## config.mk

```make
export PLATFORM = sky130hd
export DESIGN_NAME = part2_sweep_ctrl
export DESIGN_NICKNAME = d
export VERILOG_FILES = /design/src/rtl/part2_sweep_ctrl.sv
export SDC_FILE = /design/constraint.sdc
export NUM_CORES = 1
export LEC_CHECK = 0
export ABC_AREA = 0
export CORE_ASPECT_RATIO = 1.2
export CORE_MARGIN = 5
export CORE_UTILIZATION = 50
export CTS_BUF_LIST = sky130_fd_sc_hd__clkbuf_8
export CTS_CLUSTER_SIZE = 12
export DETAILED_ROUTE_END_ITERATION = 16
export DONT_BUFFER_PORTS = 1
export GPL_ROUTABILITY_DRIVEN = 0
export PLACE_DENSITY = 0.73
export SYNTH_ARGS = -nofsm -noshare
export SYNTH_HDL_FRONTEND = slang
export SYNTH_SLANG_ARGS = --single-unit
```

## constraint.sdc

```tcl
create_clock -name clk -period 2.6 [get_ports clk]
set_input_delay 0.26 -clock clk [delete_from_list [all_inputs] [get_ports clk]]
set_output_delay 0.26 -clock clk [all_outputs]
set_load 0.1 [all_outputs]
```

## src/rtl/part2_sweep_ctrl.sv

```systemverilog
// Exhaustive 4-input truth-table sweeper with mismatch count and first-fail capture (optional resp_vec via SWEEP_CAPTURE_EN).
// Latency: start to done pulse is 16*(SETTLE+1)+1 cycles; busy is high from the cycle after start through FINISH.
// Backpressure: none; start is ignored while busy or when abort is coincident, and abort returns to IDLE next cycle.
`timescale 1ns/1ps
module part2_sweep_ctrl #(
    parameter logic [15:0] EXPECTED = 16'h28AC,
    parameter int          SETTLE   = 2
) (
    input  logic        clk,
    input  logic        rst_n,
    input  logic        start,
    input  logic        abort,
    input  logic        out1_fb,
    output logic        in1,
    output logic        in2,
    output logic        in3,
    output logic        in4,
    output logic        busy,
    output logic        done,
    output logic        pass,
    output logic [4:0]  err_cnt,
    output logic [3:0]  first_fail
`ifdef SWEEP_CAPTURE_EN
    ,
    output logic [15:0] resp_vec
`endif
);

    typedef enum logic [1:0] {
        IDLE   = 2'd0,
        DRIVE  = 2'd1,
        SAMPLE = 2'd2,
        FINISH = 2'd3
    } state_t;

    localparam logic [3:0] SETTLE_LAST = 4'(SETTLE - 1);

    state_t     state;
    state_t     state_nxt;
    logic [3:0] idx;
    logic [3:0] settle_cnt;
    logic [3:0] stim;
    logic       launch;
    logic       settled;
    logic       last_vec;
    logic       mismatch;

    assign launch   = (state == IDLE) && start && !abort;
    assign settled  = (settle_cnt == SETTLE_LAST);
    assign last_vec = (idx == 4'd15);
    assign mismatch = (out1_fb != EXPECTED[idx]);

    // stim is a dedicated register so the pins hold their value in IDLE/FINISH
    assign {in1, in2, in3, in4} = stim;

    always_ff @(posedge clk or negedge rst_n) begin
        if (!rst_n) begin
            state <= IDLE;
        end else begin
            state <= state_nxt;
        end
    end

    always_comb begin
        state_nxt = state;
        busy      = 1'b1;
        done      = 1'b0;
        case (state)
            IDLE: begin
                busy = 1'b0;
                if (launch) begin
                    state_nxt = DRIVE;
                end
            end
            DRIVE: begin
                if (abort) begin
                    state_nxt = IDLE;
                end else if (settled) begin
                    state_nxt = SAMPLE;
                end
            end
            SAMPLE: begin
                if (abort) begin
                    state_nxt = IDLE;
                end else if (last_vec) begin
                    state_nxt = FINISH;
                end else begin
                    state_nxt = DRIVE;
                end
            end
            FINISH: begin
                done      = 1'b1;
                state_nxt = IDLE;
            end
            default: begin
                state_nxt = IDLE;
            end
        endcase
    end

    always_ff @(posedge clk or negedge rst_n) begin
        if (!rst_n) begin
            idx        <= 4'd0;
            settle_cnt <= 4'd0;
            stim       <= 4'd0;
            err_cnt    <= 5'd0;
            first_fail <= 4'd0;
            pass       <= 1'b0;
`ifdef SWEEP_CAPTURE_EN
            resp_vec   <= 16'd0;
`endif
        end else begin
            case (state)
                IDLE: begin
                    if (launch) begin
                        idx        <= 4'd0;
                        settle_cnt <= 4'd0;
                        stim       <= 4'd0;
                        err_cnt    <= 5'd0;
                        pass       <= 1'b0;
`ifdef SWEEP_CAPTURE_EN
                        resp_vec   <= 16'd0;
`endif
                    end
                end
                DRIVE: begin
                    if (abort) begin
                        pass <= 1'b0;
                    end else if (!settled) begin
                        settle_cnt <= settle_cnt + 4'd1;
                    end
                end
                SAMPLE: begin
                    // an abort here discards the pending compare so the counts hold
                    if (abort) begin
                        pass <= 1'b0;
                    end else begin
                        if (mismatch) begin
                            err_cnt <= err_cnt + 5'd1;
                            if (err_cnt == 5'd0) begin
                                first_fail <= idx;
                            end
                        end
`ifdef SWEEP_CAPTURE_EN
                        resp_vec[idx] <= out1_fb;
`endif
                        if (!last_vec) begin
                            idx        <= idx + 4'd1;
                            stim       <= idx + 4'd1;
                            settle_cnt <= 4'd0;
                        end
                    end
                end
                FINISH: begin
                    pass <= (err_cnt == 5'd0);
                end
                default: begin
                    pass <= 1'b0;
                end
            endcase
        end
    end

endmodule

```

==> impl.org <==
** Run status
- Result of the run :: completed

** Clock tree
- Clock buffer depth :: 2
- H-tree Lvls :: 1
- Reg clk slew, reported paths :: around 0.07 ns
- Buffers inserted during clock tree synthesis total 3.
- TritonCTS clock tree :: yes
- Insertion delay to the later sink of the worst-skew pair :: ~0.26 ns
- Once the clock tree was built, the setup fixing pass inserted 0 buffers.
- Clock sinks :: 20
- Clock tree root driver cell :: sky130_fd_sc_hd__clkbuf_8

** STA
- After layout, the worst path uses 86.1% of the clock period.
- Across the routed clock network, the largest skew measured is 0.00493 ns.
- Setup violations remaining at the end of the flow were counted as 0.
- Maximum clock rate :: roughly 450 MHz
- Clock period minus worst slack :: 2.24 ns
- The final-report hold violation count is 0.
- Post-route setup TNS :: 0 ns
- Setup repair after global routing left no endpoint under its margin.
- Final worst hold slack :: roughly 0.16 ns
- The final max-slew violation count is 0.
- Measured against its own limit, the worst slew margin works out to 33.7%.
- Setup slack closes at approximately 0.36 ns.
- Tightest Pin Transition :: 0.994 ns

** Logic synthesis
- Of the total synthesized cell area, the portion taken by AND, OR, NAND and NOR gates is 19.4%.
- After synthesis, the share of flip-flops with an asynchronous set or reset is 100%.
- Of all cell types, the one taking the most synthesized area is sky130_fd_sc_hd__dfrtp_1.
- For this run, the number of Yosys warnings is 0.
- Area share of the leading cell type in the synthesized netlist :: 38.9%
- Of the total synthesized cell area, the portion taken by XOR and XNOR cells is 2.14%.
- Summing the areas of all fa, ha and maj instances in the mapped netlist gives a little over a tenth of the synthesized area.
- Leading register cell type out of synthesis :: sky130_fd_sc_hd__dfrtp_1
- Of the post-synthesis cell area, the part taken by muxes is between 10% and 20%.
- Cell types occupying the most area after synthesis :: sky130_fd_sc_hd__dfrtp_1, sky130_fd_sc_hd__ha_1, sky130_fd_sc_hd__mux2_4
- Count of state elements after synthesis :: 20
- The cell area that synthesis handed to floorplanning was 1280 sq um.
- Mean instance size in the synthesized netlist :: around 10 sq um
- Syn Nets :: 142
- Yosys mapped a number of flops with a built-in enable equal to 0.
- Largest family of logic cells by synthesized area :: simple AND/OR/NAND/NOR gates
- The synthesized netlist devotes between 10% and 20% of its cell area to compound gates.
- The share of the Yosys chip area taken by registers is between 30% and 40%.
- Post-synthesis instance total :: approximately 130
- The netlist uses 36 different library cells.

** Floorplan
- # IOs :: 21
- Total Die Area :: 3690 sq um
- DIE WIDTH :: roughly 56 microns
- The initial utilization of the core area, before any placement, comes to between 50% and 60%.
- The floorplan step set the die height to 65.5 microns.
- Num rows :: 20
- The core region is about 2500 sq um.

** Place
- Port buffering added 0 buffers.
- DPL Wire Length :: approximately 2100 microns
- Before CTS, the worst setup slack after placement is 0.372 ns.
- Placed cells :: ~170

** Global routing
- After global routing the overflow that remains totals 0.
- The first global-routing pass estimated ~4700 microns of wire.
- The via count of the first global-routing pass came to between 1000 and 1500.
- Overall routing resource usage :: roughly 16%
- Initial antenna violation count :: 0
- Entering global routing, the biggest net connects 21 pins.

** Routing
- The first routing iteration left 28 violations.
- Total detailed-routing wirelength :: 2750 microns
- After detailed routing, the number of vias per cell comes to a little under 6.
- The count of nets left with antenna violations once routing finished came out at 0.
- The first TritonRoute pass finished after 4 iterations.
- Routed length per placed instance :: 15.9 microns
- For this run, design rule violations remaining after detail routing come to 0.
- DR vias :: between 1000 and 1500

** Finish
- In the layout the commonest cells are sky130_fd_sc_hd__dfrtp_1, sky130_fd_sc_hd__inv_1, sky130_fd_sc_hd__buf_4, sky130_fd_sc_hd__ha_1, sky130_fd_sc_hd__nor2_1.
- Inserted Diodes :: 0
- Growth of design area from synthesis to finish :: 13.8%
- Layout Cells excl Fill :: between 150 and 200
- Number of nets at the end of the flow :: between 150 and 200
- Final core area utilization :: between 50% and 60%
- Fraction of layout instances using a drive strength above 1 :: 21.4%
- Commonest non-fill, non-tap cell in the layout :: sky130_fd_sc_hd__dfrtp_1

** Job
- Across the run, the number of max-cap violations was 0.

** Setup path
- Together, buffers and inverters on the worst path number 0.
- Critical path capture point type :: register
- Highest net fanout along the worst path :: 8
- Delay of the slowest cell on the worst path :: around 0.53 ns
- Grouping stages by cell kind, the critical path spends the most delay in multiplexers.
- The slowest stage of the critical path is the sky130_fd_sc_hd__mux4_2 cell.
- Crit path required time :: 2.74 ns
- Kind of critical path :: reg2reg
- Cell chain of the critical path :: ha_1, mux4_2, xnor2_4, and4bb_4, mux2_4
- Crit start category :: register
- Worst Path Arrival :: 2.38 ns

** Power
- The analysis attributes to cell leakage a power of between 0.0006 and 0.0007 uW.
- Power Dens Cells :: approximately 980 nW/um^2
- Maximum VDD drop :: approximately 0.5 mV

** Worst hold path
- The min-delay analysis places its worst path in the category in2reg.
[cells in the mapped netlist (3+ instances only)]
| cell type | number |
|---|---|
| sky130_fd_sc_hd__ha_1 | 11 |
| sky130_fd_sc_hd__o21ai_0 | 6 |
| sky130_fd_sc_hd__mux2i_1 | 4 |
| sky130_fd_sc_hd__mux2_4 | 4 |
| sky130_fd_sc_hd__dfrtp_1 | 20 |
| sky130_fd_sc_hd__a21oi_1 | 7 |
| sky130_fd_sc_hd__nor2_1 | 8 |
| sky130_fd_sc_hd__nand2b_1 | 5 |
| sky130_fd_sc_hd__o211ai_1 | 5 |
| sky130_fd_sc_hd__nand2_1 | 5 |
| sky130_fd_sc_hd__nand3_1 | 6 |
| sky130_fd_sc_hd__o22ai_1 | 3 |
| sky130_fd_sc_hd__inv_1 | 11 |
[kinds of logic after synthesis]
kind of cell               count (synthesis)
muxes                                     11
xor gates and xnor gates                   1
and+or+nand+nor                           42
DFF                                       20
buffers and inverters                     14
adders and majority gates                 11
AOI/OAI and AO/OA                         27
[cell type report]
| type | count | area (sq um) |
|---|---|---|
| clock buffers | 3 | 41.3 |
| repair buffers | 13 | 100 |
| inverters | 11 | 41.3 |
| multi-input cells | 92 | 731 |
| well taps | 33 | 41.3 |
| clock inverters | 1 | 3.75 |
| flip-flops and latches | 20 | 504 |
| fillers | 225 | 1040 |
[layer usage]
metal	GRT usage, %	vias up	wire [microns]
li1	-	486	-
met1	17.1	496	1120
met2	30.4	21	1480
met3	2.75	7	84
met4	7.12	0	59
met5	0	-	0
[worst reg2reg max path, delay by kind of cell, from the launching register on]
kind	cells	cell delay (ns)
fa+ha+maj	1	0.24
xor+xnor	1	0.18
flops	1	0.46
simple gates	1	0.40
mux	2	0.84
[registers in the layout (all words and copies together) (netlist names)]
signal and count:
first_fail 4, state 2, pass 1, err_cnt 5, stim 4, settle_cnt 4
[power by group]
group,internal [uW],total [uW],switching [uW]
Combinational,223,710,488
Clock,105,205,100
Sequential,373,520,146
Total,701,1440,734
[timing repair]
action                    CTS  global route
hold buffers                1             0
hold endpoints to repair   20             0
gates resized for setup     0             0
[per-stage QoR]
| step | cell area [sq um] | total power (uW) |
|---|---|---|
| detailed placement | 1410 | 1230 |
| global route | 1460 | 1530 |
| floorplan | 1290 | 1080 |
| global placement | 1410 | 1180 |
| finish | 1460 | 1440 |
| CTS | 1460 | 1440 |
[worst paths after layout]
kind	cells after the start	endpoint	from	slack (ns)
worst max-delay path	5	first_fail[1]	stim[0]	0.36
worst min-delay path	2	pass	abort	0.16
worst max register to register	5	first_fail[1]	stim[0]	0.36
worst min register to register	1	settle_cnt[0]	settle_cnt[0]	0.58
max in group asynchronous	1	stim[0]	rst_n	1.41
min in group asynchronous	1	err_cnt[2]	rst_n	0.58
No activity file was read; power rests on OpenSTA's default activity.
